==> src/rtl/lsu_arbiter_if.sv <==
// One requester's channel into the LSU arbiter (used for both the CPU MEM stage and the debug port).
// req/gnt form a valid/accept pair: a transfer happens in any cycle with req & gnt; while req & ~gnt
// the requester holds we/addr/wdata/sel stable, and may drop req before a grant (no access occurs).
// rvalid is a 1-cycle pulse, one cycle after a granted load.
interface lsu_arbiter_if #(
    parameter int AW = 12
);
    logic          req;
    logic          we;
    logic [AW-1:0] addr;
    logic [31:0]   wdata;
    logic [2:0]    sel;
    logic          gnt;
    logic          rvalid;

    modport master (output req, we, addr, wdata, sel, input gnt, rvalid);
    modport slave  (input req, we, addr, wdata, sel, output gnt, rvalid);
endinterface

==> src/rtl/lsu_arbiter.sv <==
// Shares the single LSU data port between the CPU MEM stage and the debug/loader port.
// CPU has fixed priority; a starvation counter and a DBG lock keep the debug port serviceable.
module lsu_arbiter #(
    parameter int WAIT_MAX = 8,
    parameter int AW       = 12
) (
    input  logic                               clk,
    input  logic                               reset_n,
    lsu_arbiter_if.slave                       cpu,
    lsu_arbiter_if.slave                       dbg,
    input  logic                               dbg_lock_i,
    output logic                               cpu_stall_o,
    output logic [31:0]                        rdata_o,
    output logic [AW-1:0]                      lsu_addr_o,
    output logic [31:0]                        lsu_st_data_o,
    output logic                               lsu_st_en_o,
    output logic [2:0]                         lsu_sel_o,
    input  logic [31:0]                        lsu_ld_data_i,
    output logic                               dbg_state_o,
    output logic [$clog2(WAIT_MAX+1)-1:0]      dbg_wait_cnt_o
);

    localparam int            CW         = $clog2(WAIT_MAX + 1);
    localparam logic [CW-1:0] WAIT_MAX_C = CW'(WAIT_MAX);

    typedef enum logic {
        ST_ARB  = 1'b0,
        ST_LOCK = 1'b1
    } state_e;

    state_e        state_q, state_d;
    logic [CW-1:0] wait_cnt_q, wait_cnt_d;
    logic          cpu_rv_q, cpu_rv_d;
    logic          dbg_rv_q, dbg_rv_d;

    logic          cpu_gnt;
    logic          dbg_gnt;
    logic          arb_rules;

    // State register
    always_ff @(posedge clk or negedge reset_n) begin
        if (!reset_n) begin
            state_q    <= ST_ARB;
            wait_cnt_q <= '0;
            cpu_rv_q   <= 1'b0;
            dbg_rv_q   <= 1'b0;
        end else begin
            state_q    <= state_d;
            wait_cnt_q <= wait_cnt_d;
            cpu_rv_q   <= cpu_rv_d;
            dbg_rv_q   <= dbg_rv_d;
        end
    end

    // Next-state: a lock is only entered on a DBG grant and is released the first cycle lock drops.
    always_comb begin
        state_d = ST_ARB;
        if (dbg_lock_i && (dbg_gnt || state_q == ST_LOCK)) begin
            state_d = ST_LOCK;
        end

        wait_cnt_d = wait_cnt_q;
        if (dbg_gnt || !dbg.req) begin
            wait_cnt_d = '0;
        end else if (wait_cnt_q != WAIT_MAX_C) begin
            wait_cnt_d = wait_cnt_q + 1'b1;
        end

        cpu_rv_d = cpu_gnt & ~cpu.we;
        dbg_rv_d = dbg_gnt & ~dbg.we;
    end

    // Outputs: grants and the LSU mux are combinational and forced quiet while reset is asserted.
    always_comb begin
        cpu_gnt   = 1'b0;
        dbg_gnt   = 1'b0;
        arb_rules = (state_q == ST_ARB) || !dbg_lock_i;

        if (reset_n) begin
            if (!arb_rules) begin
                dbg_gnt = dbg.req;
            end else if (dbg.req && wait_cnt_q == WAIT_MAX_C) begin
                dbg_gnt = 1'b1;
            end else if (cpu.req) begin
                cpu_gnt = 1'b1;
            end else if (dbg.req) begin
                dbg_gnt = 1'b1;
            end
        end

        cpu.gnt     = cpu_gnt;
        dbg.gnt     = dbg_gnt;
        cpu_stall_o = reset_n & cpu.req & ~cpu_gnt;

        lsu_addr_o    = '0;
        lsu_st_data_o = '0;
        lsu_sel_o     = '0;
        lsu_st_en_o   = 1'b0;
        if (cpu_gnt) begin
            lsu_addr_o    = cpu.addr;
            lsu_st_data_o = cpu.wdata;
            lsu_sel_o     = cpu.sel;
            lsu_st_en_o   = cpu.we;
        end else if (dbg_gnt) begin
            lsu_addr_o    = dbg.addr;
            lsu_st_data_o = dbg.wdata;
            lsu_sel_o     = dbg.sel;
            lsu_st_en_o   = dbg.we;
        end

        cpu.rvalid     = cpu_rv_q;
        dbg.rvalid     = dbg_rv_q;
        rdata_o        = reset_n ? lsu_ld_data_i : 32'h0;
        dbg_state_o    = state_q;
        dbg_wait_cnt_o = wait_cnt_q;
    end

endmodule

==> src/flat_wrapper.sv <==
// flat-port wrapper written by rule: the top's interface ports become plain ports
module lsu_arbiter_flat 
#(
    parameter int WAIT_MAX = 8,
    parameter int AW       = 12
)
  (clk, reset_n, dbg_lock_i, cpu_stall_o, rdata_o, lsu_addr_o, lsu_st_data_o, lsu_st_en_o, lsu_sel_o, lsu_ld_data_i, dbg_state_o, dbg_wait_cnt_o, cpu_req, cpu_we, cpu_addr, cpu_wdata, cpu_sel, cpu_gnt, cpu_rvalid, dbg_req, dbg_we, dbg_addr, dbg_wdata, dbg_sel, dbg_gnt, dbg_rvalid);
  lsu_arbiter_if #(.AW(AW)) cpu_i ();
  lsu_arbiter_if #(.AW(AW)) dbg_i ();
  input  logic clk;
  input  logic reset_n;
  input  logic dbg_lock_i;
  output logic cpu_stall_o;
  output logic [31:0] rdata_o;
  output logic [AW-1:0] lsu_addr_o;
  output logic [31:0] lsu_st_data_o;
  output logic lsu_st_en_o;
  output logic [2:0] lsu_sel_o;
  input  logic [31:0] lsu_ld_data_i;
  output logic dbg_state_o;
  output logic [$clog2(WAIT_MAX+1)-1:0] dbg_wait_cnt_o;
  input wire logic [$bits(cpu_i.req)-1:0] cpu_req;
  input wire logic [$bits(cpu_i.we)-1:0] cpu_we;
  input wire logic [$bits(cpu_i.addr)-1:0] cpu_addr;
  input wire logic [$bits(cpu_i.wdata)-1:0] cpu_wdata;
  input wire logic [$bits(cpu_i.sel)-1:0] cpu_sel;
  output wire logic [$bits(cpu_i.gnt)-1:0] cpu_gnt;
  output wire logic [$bits(cpu_i.rvalid)-1:0] cpu_rvalid;
  input wire logic [$bits(dbg_i.req)-1:0] dbg_req;
  input wire logic [$bits(dbg_i.we)-1:0] dbg_we;
  input wire logic [$bits(dbg_i.addr)-1:0] dbg_addr;
  input wire logic [$bits(dbg_i.wdata)-1:0] dbg_wdata;
  input wire logic [$bits(dbg_i.sel)-1:0] dbg_sel;
  output wire logic [$bits(dbg_i.gnt)-1:0] dbg_gnt;
  output wire logic [$bits(dbg_i.rvalid)-1:0] dbg_rvalid;
  assign cpu_i.req = cpu_req;
  assign cpu_i.we = cpu_we;
  assign cpu_i.addr = cpu_addr;
  assign cpu_i.wdata = cpu_wdata;
  assign cpu_i.sel = cpu_sel;
  assign cpu_gnt = cpu_i.gnt;
  assign cpu_rvalid = cpu_i.rvalid;
  assign dbg_i.req = dbg_req;
  assign dbg_i.we = dbg_we;
  assign dbg_i.addr = dbg_addr;
  assign dbg_i.wdata = dbg_wdata;
  assign dbg_i.sel = dbg_sel;
  assign dbg_gnt = dbg_i.gnt;
  assign dbg_rvalid = dbg_i.rvalid;
  lsu_arbiter #(.WAIT_MAX(WAIT_MAX), .AW(AW)) u_core (.clk(clk), .reset_n(reset_n), .cpu(cpu_i), .dbg(dbg_i), .dbg_lock_i(dbg_lock_i), .cpu_stall_o(cpu_stall_o), .rdata_o(rdata_o), .lsu_addr_o(lsu_addr_o), .lsu_st_data_o(lsu_st_data_o), .lsu_st_en_o(lsu_st_en_o), .lsu_sel_o(lsu_sel_o), .lsu_ld_data_i(lsu_ld_data_i), .dbg_state_o(dbg_state_o), .dbg_wait_cnt_o(dbg_wait_cnt_o));
endmodule
==> config.mk <==
export PLATFORM = sky130hd
export DESIGN_NAME = lsu_arbiter_flat
export DESIGN_NICKNAME = d
export VERILOG_FILES = /design/src/rtl/lsu_arbiter_if.sv /design/src/rtl/lsu_arbiter.sv /design/src/flat_wrapper.sv
export SDC_FILE = /design/constraint.sdc
export NUM_CORES = 1
export LEC_CHECK = 0
export ABC_AREA = 1
export CAP_MARGIN = 0
export CELL_PAD_IN_SITES_DETAIL_PLACEMENT = 2
export CELL_PAD_IN_SITES_GLOBAL_PLACEMENT = 2
export CORE_MARGIN = 10
export CORE_UTILIZATION = 10
export DETAILED_ROUTE_END_ITERATION = 12
export MAX_ROUTING_LAYER = met4
export PLACE_DENSITY = 0.95
export RECOVER_POWER = 25
export SYNTH_ARGS = -nofsm -noshare
export SYNTH_HDL_FRONTEND = slang
export SYNTH_SLANG_ARGS = --single-unit
==> constraint.sdc <==
create_clock -name clk -period 5.37 [get_ports clk]
set_clock_uncertainty 0.05 [all_clocks]
set_input_delay 1.611 -clock clk [delete_from_list [all_inputs] [get_ports clk]]
set_output_delay 1.611 -clock clk [all_outputs]
set_load 0.02 [all_outputs]
==> impl_results.md <==
- R2r startpoint: u_core.dbg_wait_cnt_o[0]$_DFFE_PN0P_
- Routed wire length per instance: 17.6 um
- Most common cell after layout, fill and taps aside: nand2_1
- Die height: 133 um
- Worst Path Arrival: 3.57 ns
- GP Congestion: 0.793
- Sw Share: 0.348
- Worst Path Max Fanout: 32
- Clock latency on the worst-skew pair: 0.23 ns
- First-pass GRT wire length: 17100 um
- Clock Sink Count: 7
- Die area: 0.0176 mm^2
- Reg2reg path depth: 8
- Synth cell types: 21
- Clk slew on worst S/H paths: 0.04 ns
- Pre-antenna DRT Iters: 3
- CTS tree: built
- DR iter-0 viols: 21
- I/O Buffers: 222
- Post-synthesis sequential area ratio: 0.138
- Detailed Place HPWL: 10300 um
- DRC viols: 0
- Largest net degree at the start of global routing: 39
- Clock power share: 0.263
- Remaining Overflow, GRT: 0
- Max_cap viols: 0
- Switching power: 0.000172 W
- Share of the synthesized area in the top cell type: 0.560
- H-tree levels: 1
- RSZ-0062 raised after global routing: false
- Crit share post-route: 0.974
- Initial core utilization: 0.101
- ANT cells: 0
- Layout cell share with drive strength beyond 1: 0.0307
- Initial antenna violation count: 0
- Power Internal: 0.000322 W
- Nets: 625
- Worst r2r dst: u_core.dbg_wait_cnt_o[2]$_DFFE_PN0P_
- Vias: 2525
- Area grow syn2layout: 200%
- # setup viols final: 0
- Hold Path Class: reg2reg
- Dominant cells by area after synthesis: nand2_1 56%, dfrtp_1 14%, inv_1 11%
- Filler cell count: 1520
- Clk buf depth: 2
- Final critical-path required period: 5.23 ns
- CP startpoint: reset_n
- Critical path destination: lsu_sel_o[2]
- Final core utilization: 0.304
- Mapped Cells: 270
- Worst path required time: 3.71 ns
- Synth Warn #: 0
- I/O Pins: 223
- Drt via density: 3.82
- FF/Latch Area: 175 um^2
- Rows: 41
- Peak VDD IR: 68.7 uV
- Net Count, Synth: 405
- Status: finished clean
- Flop and latch count out of synthesis: 7
- # hold bufs at CTS: 0
- Post-route cell area: 0.00381 mm^2
- Leak Pwr: 2.28 nW
- Clock Tree Root: clkbuf_16
- Core Area: 0.0125 mm^2
- Multi-input gate area in the final layout: 831 um^2
- CP Capture Type: output pin
- Die width: 133 um
- Global Route Usage Sum: 0.126
- Post-route ant nets: 0
- Least-Margin Pin Slew: 0.371 ns
- Worst slew margin: 0.752
- Total CTS buffers: 3
- Number of global-route vias before repair: 3122
- Avg Inst Size Synth: 4.69 um^2
- Critical path class: in2out
- Power Density: 130 mW/mm^2
- Placed Area: 0.00369 mm^2
- TNS Setup: 0 ns
- Critical path launch point type: input port
- Cell taking the most area after synthesis: nand2_1
- Mapped Area: 0.00127 mm^2
- Final hold violation count: 0
- Worst reg2reg setup slack: 3.76 ns
- Max Freq: 191 MHz
- Comb power frac: 0.617
- Final slew viol count: 0
- Register share of total power: 0.120
- Most frequent cells in the layout: 190 x nand2_1, 184 x clkdlybuf4s50_1, 37 x inv_1
- Routed WL: 11600 um
==> cells by family after synthesis <==
| family | synth area share |
|---|---|
| fa+ha+maj | 0.0197 |
| buf+inv | 0.204 |
| simple gates | 0.620 |
| compound gates | 0.00394 |
| flops | 0.138 |
| xor+xnor | 0.0138 |
==> what timing repair did <==
| action | 4_1_cts | 5_1_grt |
|---|---|---|
| setup buffers | 0 | 0 |
| resized for setup | 0 | 31 |
| endpoints found under the setup margin | 0 | 31 |
==> state kept, by name, summed over array words and instances, names as in the netlist <==
register and flops:
u_core.cpu.rvalid 1, u_core.dbg.rvalid 1, u_core.dbg_state_o 1, u_core.dbg_wait_cnt_o 4
==> synthesized netlist by cell type, drive strengths merged <==
master	number
buf	11
nand3	3
xnor2	1
nand2	191
xor2	1
inv	40
clkbuf	3
dfrtp	7
ha	2
nor2	5
a21oi	1
nor3	2
nand4	2
clkinv	1
==> layout make-up <==
cell class | count | share of cell area
Tap cell | 172 | 0.0565
Clock buffer | 4 | 0.0207
Timing Repair Buffer | 229 | 0.617
Multi-Input combinational cell | 208 | 0.218
Sequential cell | 7 | 0.0460
Inverter | 41 | 0.0411
==> worst min path at each step <==
| stage | cells past startpoint | end | from |
|---|---|---|---|
| floorplan | 2 | u_core.dbg_state_o$_DFF_PN0_ | u_core.dbg_state_o$_DFF_PN0_ |
| global placement | 2 | u_core.dbg_state_o$_DFF_PN0_ | u_core.dbg_state_o$_DFF_PN0_ |
| detailed placement | 2 | u_core.dbg_wait_cnt_o[0]$_DFFE_PN0P_ | u_core.dbg_wait_cnt_o[0]$_DFFE_PN0P_ |
| CTS | 2 | u_core.dbg_wait_cnt_o[0]$_DFFE_PN0P_ | u_core.dbg_wait_cnt_o[0]$_DFFE_PN0P_ |
| global route | 2 | u_core.dbg_wait_cnt_o[0]$_DFFE_PN0P_ | u_core.dbg_wait_cnt_o[0]$_DFFE_PN0P_ |
| finish | 2 | u_core.dbg_wait_cnt_o[0]$_DFFE_PN0P_ | u_core.dbg_wait_cnt_o[0]$_DFFE_PN0P_ |
==> metal layers <==
metal	share of wire	GRT usage
met4	0.011	0.0128
met2	0.48	0.224
met5	0	-
met1	0.40	0.125
met3	0.11	0.0625
==> power groups by stage <==
stage                     Combinational (W)  Clock, W  Sequential, W
after floorplan                    0.000105         0      0.0000626
after global placement             0.000306         0      0.0000594
after global routing               0.000328  0.000135      0.0000597
after detailed placement           0.000316         0      0.0000600
final                              0.000305  0.000130      0.0000593
after CTS                          0.000318  0.000134      0.0000594
==> stage by stage <==
step	hold slack, ns	worst slack (ns)	power, W	instances
6_report	0.560	0.142	0.000494	661
5_1_grt	0.582	0.00151	0.000522	661
4_1_cts	0.559	0.0719	0.000511	661
3_5_place_dp	0.539	0.0731	0.000376	657
3_3_place_gp	0.473	0.147	0.000365	657
2_1_floorplan	0.575	1.29	0.000168	270
==> worst max-delay path, stage by stage <==
cell and delay, ns:
clkdlybuf4s50_1 0.57, inv_2 0.08, nor2_2 0.11, nand2_2 0.08, inv_4 0.15, buf_12 0.20, nand2_1 0.07, nand2_1 0.06
clkdlybuf4s50_1 0.61
Power figures use the tool's default switching activity.
